`config.mk`:
```
export PLATFORM = sky130hd
export DESIGN_NAME = ppi_ctrl_word_unit
export DESIGN_NICKNAME = d
export VERILOG_FILES = /design/src/rtl/ppi_ctrl_word_unit.sv
export SDC_FILE = /design/constraint.sdc
export NUM_CORES = 1
export LEC_CHECK = 0
export ABC_AREA = 0
export ABC_CLOCK_PERIOD_IN_PS = 910
export CAP_MARGIN = 20
export CORE_MARGIN = 1
export CORE_UTILIZATION = 36
export CTS_BUF_LIST = sky130_fd_sc_hd__clkbuf_16
export DETAILED_ROUTE_END_ITERATION = 6
export GPL_TIMING_DRIVEN = 1
export PLACE_DENSITY = 0.78
export SLEW_MARGIN = 0
export SYNTH_ARGS = -nofsm -noshare
export SYNTH_HDL_FRONTEND = slang
export SYNTH_SLANG_ARGS = --single-unit
```
`constraint.sdc`:
```
create_clock -name clk -period 0.91 [get_ports clk]
set_input_delay 0.2275 -clock clk [delete_from_list [all_inputs] [get_ports clk]]
set_output_delay 0.2275 -clock clk [all_outputs]
set_load 0.01 [all_outputs]
```
`src/rtl/ppi_ctrl_word_unit.sv`:
```
// 8255-style control word unit: decodes mode-set words into group A/B modes and
// port directions, and applies bit set/reset words to the port C output latch.
module ppi_ctrl_word_unit #(
    parameter logic [7:0] RESET_CW = 8'h9B,
    parameter logic [7:0] PC_RESET = 8'h00
) (
    input  logic       clk,
    input  logic       rst,
    input  logic       wr_en,
    input  logic [7:0] din,
    output logic [1:0] mode_a,
    output logic       mode_b,
    output logic       dir_a,
    output logic       dir_cu,
    output logic       dir_b,
    output logic       dir_cl,
    output logic [7:0] pc_out,
    output logic [7:0] cw_rd,
    output logic       cfg_pulse,
    output logic       bsr_pulse,
    output logic       err_mode
);

    // Bit 6 dominates bit 5, so the nonstandard 2'b11 field still lands in mode 2.
    function automatic logic [1:0] decode_mode_a(input logic [7:0] cw);
        logic [1:0] m;
        if (cw[6]) begin
            m = 2'd2;
        end else if (cw[5]) begin
            m = 2'd1;
        end else begin
            m = 2'd0;
        end
        return m;
    endfunction

    logic [1:0] mode_a_q, mode_a_d;
    logic       mode_b_q, mode_b_d;
    logic       dir_a_q, dir_a_d;
    logic       dir_cu_q, dir_cu_d;
    logic       dir_b_q, dir_b_d;
    logic       dir_cl_q, dir_cl_d;
    logic [7:0] pc_out_q, pc_out_d;
    logic [7:0] cw_rd_q, cw_rd_d;
    logic       cfg_pulse_q, cfg_pulse_d;
    logic       bsr_pulse_q, bsr_pulse_d;
    logic       err_mode_q, err_mode_d;

    // Next-state decode of a write; everything holds and pulses drop when idle.
    always_comb begin
        mode_a_d    = mode_a_q;
        mode_b_d    = mode_b_q;
        dir_a_d     = dir_a_q;
        dir_cu_d    = dir_cu_q;
        dir_b_d     = dir_b_q;
        dir_cl_d    = dir_cl_q;
        pc_out_d    = pc_out_q;
        cw_rd_d     = cw_rd_q;
        err_mode_d  = err_mode_q;
        cfg_pulse_d = 1'b0;
        bsr_pulse_d = 1'b0;
        if (wr_en) begin
            if (din[7]) begin
                mode_a_d    = decode_mode_a(din);
                dir_a_d     = din[4];
                dir_cu_d    = din[3];
                mode_b_d    = din[2];
                dir_b_d     = din[1];
                dir_cl_d    = din[0];
                cw_rd_d     = din;
                pc_out_d    = 8'h00;
                cfg_pulse_d = 1'b1;
                if (din[6:5] == 2'b11) begin
                    err_mode_d = 1'b1;
                end else begin
                    err_mode_d = err_mode_q;
                end
            end else begin
                pc_out_d[din[3:1]] = din[0];
                bsr_pulse_d        = 1'b1;
            end
        end else begin
            cfg_pulse_d = 1'b0;
            bsr_pulse_d = 1'b0;
        end
    end

    // State registers; reset wins over a simultaneous write, which is dropped.
    always_ff @(posedge clk) begin
        if (rst) begin
            mode_a_q    <= decode_mode_a(RESET_CW);
            dir_a_q     <= RESET_CW[4];
            dir_cu_q    <= RESET_CW[3];
            mode_b_q    <= RESET_CW[2];
            dir_b_q     <= RESET_CW[1];
            dir_cl_q    <= RESET_CW[0];
            cw_rd_q     <= RESET_CW;
            pc_out_q    <= PC_RESET;
            cfg_pulse_q <= 1'b0;
            bsr_pulse_q <= 1'b0;
            err_mode_q  <= 1'b0;
        end else begin
            mode_a_q    <= mode_a_d;
            dir_a_q     <= dir_a_d;
            dir_cu_q    <= dir_cu_d;
            mode_b_q    <= mode_b_d;
            dir_b_q     <= dir_b_d;
            dir_cl_q    <= dir_cl_d;
            cw_rd_q     <= cw_rd_d;
            pc_out_q    <= pc_out_d;
            cfg_pulse_q <= cfg_pulse_d;
            bsr_pulse_q <= bsr_pulse_d;
            err_mode_q  <= err_mode_d;
        end
    end

    assign mode_a    = mode_a_q;
    assign mode_b    = mode_b_q;
    assign dir_a     = dir_a_q;
    assign dir_cu    = dir_cu_q;
    assign dir_b     = dir_b_q;
    assign dir_cl    = dir_cl_q;
    assign pc_out    = pc_out_q;
    assign cw_rd     = cw_rd_q;
    assign cfg_pulse = cfg_pulse_q;
    assign bsr_pulse = bsr_pulse_q;
    assign err_mode  = err_mode_q;

endmodule

```
==> impl_metrics.py, run 1 <==
metrics = {
    "power_and_ir_drop": {
        "p_switching_w": 0.000483,
        "switching_share_pct": 22.7,
        "power_leakage_nw": 0.620,
        "finalPower_w": 0.00212,
        "ir_drop_v": 0.00118,
        "powerDensity_nw_per_um2": 1470,
        "intPower_w": 0.00164,
        "p_seq_share_pct": 41.8,
        "p_comb_share_pct": 16.5,
        "clock_power_share_pct": 41.6,
    },
    "synthesis": {
        "synth-async-reset-ratio_pct": 0,
        "ys_top_cells_by_area": "dfxtp_1 (47%), nand2_1 (9.4%), buf_4 (7.5%)",
        "synth_edf_count": 0,
        "ys_warn_count": 0,
        "syn_area_sq_um": 802,
        "synth_cell_types": 26,
        "yosysMostFrequentCell": "nand2_1",
        "ys_top_cells_by_count": "nand2_1 (20), dfxtp_1 (19), buf_4 (8)",
        "synth-seq-cells": 19,
        "syn_area_per_cell_sq_um": 9.01,
        "synth-main-ff-cell": "dfxtp_1",
        "synth_seq_area_share_pct": 47.4,
        "synth_area_leader_cell": "dfxtp_1",
        "synthCells": 89,
        "yosys.area.top_type_share_pct": 47.4,
        "synth.net_count": 100,
    },
    "sta": {
        "post-route-period-util_pct": 104,
        "fin_hold_ws_ns": 0.299,
        "fin_crit_ns": 0.944,
        "hold_viol_final": 0,
        "slew_viol_final": 0,
        "fin_skew_ns": 0,
        "setup_viol": 14,
        "rsz0062_at_grt": "yes",
        "max_freq_mhz": 1060,
        "worst_slack_ns": -0.0338,
    },
    "die": {
        "io_pins": 37,
        "die_w_microns": 49.2,
        "die_area_sq_um": 2420,
        "rows": 16,
        "start_util_pct": 39.7,
        "core_sq_um": 2020,
        "die_y_microns": 49.2,
    },
    "setup_path": {
        "crit_buf_inv": 1,
        "crit_path_end_kind": "output pin",
        "crit_slowest_cell": "dfxtp_4",
        "path_class": "reg -> out",
        "worstReg2RegStart": "pc_out[0]$_SDFFE_PP0P_",
        "cp_max_fo": 3,
        "cp_slowest_stage_delay_ns": 0.35,
        "cp_cell_sequence": "buf_6",
        "r2r-end": "pc_out[0]$_SDFFE_PP0P_",
        "critical_path_required_ns": 0.68,
        "cp_top_family": "flip-flops",
        "rrSetupSlack_ns": 0.14,
        "start_kind": "register",
        "r2r_cells": 3,
        "arrival_ns": 0.72,
    },
    "flow_run": {
        "cap_violations": 0,
    },
    "placed_design": {
        "gp_congestion": 0.717,
        "io_buffers": 35,
        "hpwl_mm": 1.37,
    },
    "global_routing": {
        "grt_pass1_vias": 732,
        "grt_pass1_wl_mm": 3.43,
        "grt_max_degree": 12,
        "antenna_found_initial": 0,
        "grt-ovfl-total": 0,
        "grt.total_usage_pct": 18.6,
    },
    "final_layout": {
        "final_nets": 147,
        "ff_latch_area_sq_um": 408,
        "antenna_cells": 0,
        "multiInputGateArea_sq_um": 415,
        "area_growth_pct": 80.3,
        "fillers": 143,
        "layout-drive-gt1-share_pct": 63.0,
    },
    "clock_tree": {
        "h-tree-depth": 1,
        "cts_tree": "done",
        "cts_root_buf": "clkbuf_16",
        "clk_pin_slew_worst_paths_ns": 0.05,
        "cts_num_sinks": 19,
        "clk-insertion-delay-late_ns": 0.25,
        "cts_buffer_depth": 2,
        "cts_buffers": 3,
    },
    "routing": {
        "vias": 798,
        "drtIter0Drc": 21,
        "firstDrtPassIters": 5,
        "vias_per_cell": 4.93,
        "drc_errors": 0,
        "drtAntennaViolNets": 0,
        "wire_per_inst_microns": 12.8,
        "routed_wl_mm": 2.08,
    },
    "status": {
        "violations": "negative setup slack",
        "status": "finished, violations left",
    },
    "worst_hold_path": {
        "hold_path_depth": 3,
        "hold_start": "din[1]",
        "holdCritPathClass": "in -> reg",
        "hold_end": "pc_out[1]$_SDFFE_PP0P_",
    },
}
## power groups by stage
stage | Sequential [W] | Combinational [W] | Clock (W)
detailed placement | 0.000896 | 0.000307 | 0
CTS | 0.000890 | 0.000352 | 0.000894
floorplan | 0.000907 | 0.000135 | 0
global placement | 0.000894 | 0.000299 | 0
global route | 0.000892 | 0.000378 | 0.000948
finish | 0.000888 | 0.000351 | 0.000885
## cell families after synthesis
family / after synthesis / synth area share (%)
AND/OR/NAND/NOR: 40 / 26.5
other: 1 / 0.468
AO/OA/AOI/OAI: 15 / 12.5
buffers and inverters: 12 / 10.6
flip-flops: 19 / 47.4
multiplexers: 2 / 2.50
## placed cells by master, fill, tap and decap left out, drive strengths merged
cell           synthesis  layout
mux2i                  2       2
dfxtp                 19      19
o211ai                 1       1
nand3b                 5       5
nor2                   3       3
clkdlybuf4s50          0       3
clkdlybuf4s15          0       1
nand3                  3       3
o311ai                 2       2
conb                   1       1
nand2                 21      21
clkinv                 0       1
buf                   11      48
a31oi                  1       1
o21ai                  3       3
nand4                  1       1
nor3b                  2       2
dlygate4sd2            0       1
o31ai                  1       1
nand2b                 1       1
and2                   2       2
o41ai                  2       2
nand4b                 2       2
clkbuf                 1       4
a21oi                  5       5
## through the flow
stage	setup TNS [ns]	cell area, sq um	std cells	worst slack, ns	util, %
after global routing	-0.728	1450	162	-0.0505	71.5
final	-0.285	1450	162	-0.0338	71.5
after global placement	-12.91	1200	151	-0.541	59.3
after detailed placement	-13.90	1200	151	-0.605	59.3
after CTS	-0.310	1460	162	-0.0363	72.0
after floorplan	-0.0144	813	89	-0.00720	-
## how the worst max path moves through the flow
stage                               start                     end  slack (ns)  cells past startpoint
floorplan                          din[2]  pc_out[0]$_SDFFE_PP0P_      -0.007                      3
global placement                    wr_en  pc_out[1]$_SDFFE_PP0P_       -0.54                      5
detailed placement                  wr_en  pc_out[1]$_SDFFE_PP0P_       -0.61                      5
CTS                 cw_rd[2]$_SDFFE_PP0P_                  mode_b       -0.04                      1
global route        cw_rd[3]$_SDFFE_PP1P_                  dir_cu       -0.05                      1
finish              cw_rd[2]$_SDFFE_PP0P_                  mode_b       -0.03                      1
## area by class of cell
type	count	area share (%)
timing repair buffer	54	35.2
multi-input combinational	58	28.7
sequential	19	28.2
clock buffer	3	5.19
tap	27	2.34
clock inverter	1	0.346
## layer usage
layer	share of wire, %	wire length, microns	vias to the layer above	GRT usage [%]
met3	5.9	122	2	3.43
met2	53	1100	31	34.5
met4	1.0	21	0	6.86
li1	-	-	393	-
met5	0	0	-	0
met1	40	834	372	20.7
## timing repair
action / 4_1_cts / 5_1_grt
pin swaps: 6 / 3
resized for setup: 173 / 11
setup endpoints to repair: 43 / 37
gates cloned: 0 / 0
hold buffers: 0 / 0
setup buffers: 7 / 0
## sequential cells by signal (all words and copies together), names as in the netlist
register   flops
cfg_pulse      1
err_mode       1
cw_rd          6
mode_a         2
bsr_pulse      1
pc_out         8
Note: power is estimated with default switching activity, not from simulation.
==> run 2, diff against run 1 <==
CELL_PAD_IN_SITES_DETAIL_PLACEMENT = 0   (was default)
CELL_PAD_IN_SITES_GLOBAL_PLACEMENT = 1   (was default)
CORE_ASPECT_RATIO = 0.5   (was default)
CORE_MARGIN = default   (was 1)
CORE_UTILIZATION = 25   (was 36)
PLACE_DENSITY = 0.76   (was 0.78)
SETUP_SLACK_MARGIN = 0.1   (was default)
==> impl_metrics.py, run 2 (synthesis gave the netlist of run 1 again) <==
metrics = {
    "clock_tree": {
        "cts_buffers": 3,
        "h-tree-depth": 1,
        "clk-insertion-delay-late_ns": 0.24,
        "postCtsHoldBufs": 0,
        "cts_num_sinks": 19,
        "cts_root_buf": "clkbuf_16",
        "cts_tree": "done",
        "cts_buffer_depth": 2,
        "clk_pin_slew_worst_paths_ns": 0.05,
    },
    "setup_path": {
        "worst-path-stages": 1,
        "path_class": "reg -> out",
        "crit_buf_inv": 1,
        "cp_slowest_stage_delay_ns": 0.35,
        "cp_max_fo": 3,
        "cp_cell_sequence": "buf_6",
        "rrSetupSlack_ns": 0.14,
        "critical_path_required_ns": 0.68,
        "cp_top_family": "flip-flops",
        "crit_slowest_cell": "dfxtp_4",
        "crit_path_end_kind": "output pin",
        "start_kind": "register",
        "r2r-end": "pc_out[0]$_SDFFE_PP0P_",
        "r2r_cells": 3,
        "worstReg2RegStart": "pc_out[0]$_SDFFE_PP0P_",
        "cp-startpoint": "cw_rd[0]$_SDFFE_PP1P_",
        "crit_path_end": "cw_rd[0]",
        "arrival_ns": 0.71,
    },
    "global_routing": {
        "grt_pass1_wl_mm": 3.07,
        "antenna_found_initial": 0,
        "grt-ovfl-total": 0,
        "grt.total_usage_pct": 12.4,
        "grt_pass1_vias": 682,
        "grt_max_degree": 12,
    },
    "final_layout": {
        "final_cell_area_sq_um": 1480,
        "final_nets": 145,
        "ff_latch_area_sq_um": 404,
        "antenna_cells": 0,
        "layout-drive-gt1-share_pct": 63.9,
        "layout_commonest_cell": "buf_6",
        "multiInputGateArea_sq_um": 434,
        "mostFrequentLayoutCells": "buf_6 (31), nand2_1 (17), dfxtp_2 (16)",
        "fillers": 289,
        "largest_reg_flops": 8,
        "area_growth_pct": 84.2,
    },
    "placed_design": {
        "gp_congestion": 0.682,
        "hpwl_mm": 1.31,
        "post_dp_cell_area_sq_um": 1230,
        "io_buffers": 35,
    },
    "routing": {
        "drtAntennaViolNets": 0,
        "vias_per_cell": 4.26,
        "drc_errors": 0,
        "routed_wl_mm": 1.97,
        "drtIter0Drc": 17,
        "wire_per_inst_microns": 11.4,
        "firstDrtPassIters": 2,
        "vias": 737,
    },
    "power_and_ir_drop": {
        "ir_drop_v": 0.000635,
        "power_leakage_nw": 0.637,
        "finalPower_w": 0.00212,
        "p_switching_w": 0.000476,
        "powerDensity_nw_per_um2": 1430,
        "intPower_w": 0.00164,
        "p_comb_share_pct": 16.7,
        "switching_share_pct": 22.5,
        "p_seq_share_pct": 42.0,
        "clock_power_share_pct": 41.3,
    },
    "die": {
        "die_y_microns": 42.1,
        "core_sq_um": 3030,
        "rows": 14,
        "start_util_pct": 26.5,
        "io_pins": 37,
        "die_area_sq_um": 3450,
        "die_w_microns": 82.1,
    },
    "sta": {
        "hold_viol_final": 0,
        "slew_viol_final": 0,
        "rsz0062_at_grt": "yes",
        "setup_tns_ns": -0.254,
        "post-route-period-util_pct": 104,
        "max_freq_mhz": 1060,
        "worst_slack_ns": -0.0319,
        "fin_crit_ns": 0.942,
        "setup_viol": 19,
        "fin_skew_ns": 0,
    },
    "flow_run": {
        "cap_violations": 0,
    },
    "worst_hold_path": {
        "holdCritPathClass": "in -> reg",
    },
    "status": {
        "violations": "negative setup slack",
        "status": "finished, violations left",
    },
}
run 2: how the worst min path moves through the flow:
| stage | startpoint | endpoint | cells past startpoint |
|---|---|---|---|
| after detailed placement | pc_out[2]$_SDFFE_PP0P_ | pc_out[2]$_SDFFE_PP0P_ | 2 |
| after floorplan | din[0] | cw_rd[0]$_SDFFE_PP1P_ | 2 |
| after global placement | pc_out[4]$_SDFFE_PP0P_ | pc_out[4]$_SDFFE_PP0P_ | 2 |
| after global routing | din[1] | cw_rd[1]$_SDFFE_PP1P_ | 3 |
| final | din[1] | cw_rd[1]$_SDFFE_PP1P_ | 3 |
| after CTS | din[1] | cw_rd[1]$_SDFFE_PP1P_ | 3 |
run 2: area by class of cell:
type / count / share of cell area (%)
repair buffers: 52 / 34.5
multi-input cells: 58 / 29.4
flip-flops and latches: 19 / 27.3
clock buffers: 3 / 5.08
well taps: 40 / 3.39
clock inverters: 1 / 0.254
run 2: repair_timing:
| item | in CTS | in global routing |
|---|---|---|
| pin swaps | 6 | 9 |
| setup buffers | 5 | 1 |
| setup endpoints to repair | 44 | 38 |
| gates resized for setup | 180 | 18 |
run 2: through the flow:
stage	worst slack (ns)	cells	hold slack [ns]	util, %
floorplan	0.0370	89	0.352	-
global placement	-0.531	164	0.445	40.5
detailed placement	-0.572	164	0.447	40.5
CTS	-0.0433	173	0.287	47.1
global route	-0.0514	173	0.254	48.8
finish	-0.0319	173	0.224	48.8
run 2: power groups by stage:
| stage | logic, W | registers, W | clock network (W) |
|---|---|---|---|
| global route | 0.000381 | 0.000890 | 0.000942 |
| detailed placement | 0.000310 | 0.000896 | 0 |
| floorplan | 0.000148 | 0.000907 | 0 |
| CTS | 0.000340 | 0.000890 | 0.000908 |
| global placement | 0.000309 | 0.000896 | 0 |
| finish | 0.000354 | 0.000889 | 0.000873 |
run 2: metal layers:
layer	wire (microns)	share of wire [%]	vias up	GRT usage (%)
met5	0	0	-	0
met4	28	1.4	0	7.72
met3	117	5.9	2	4.57
met2	883	45	19	18.7
met1	937	48	329	14.9
li1	-	-	387	-
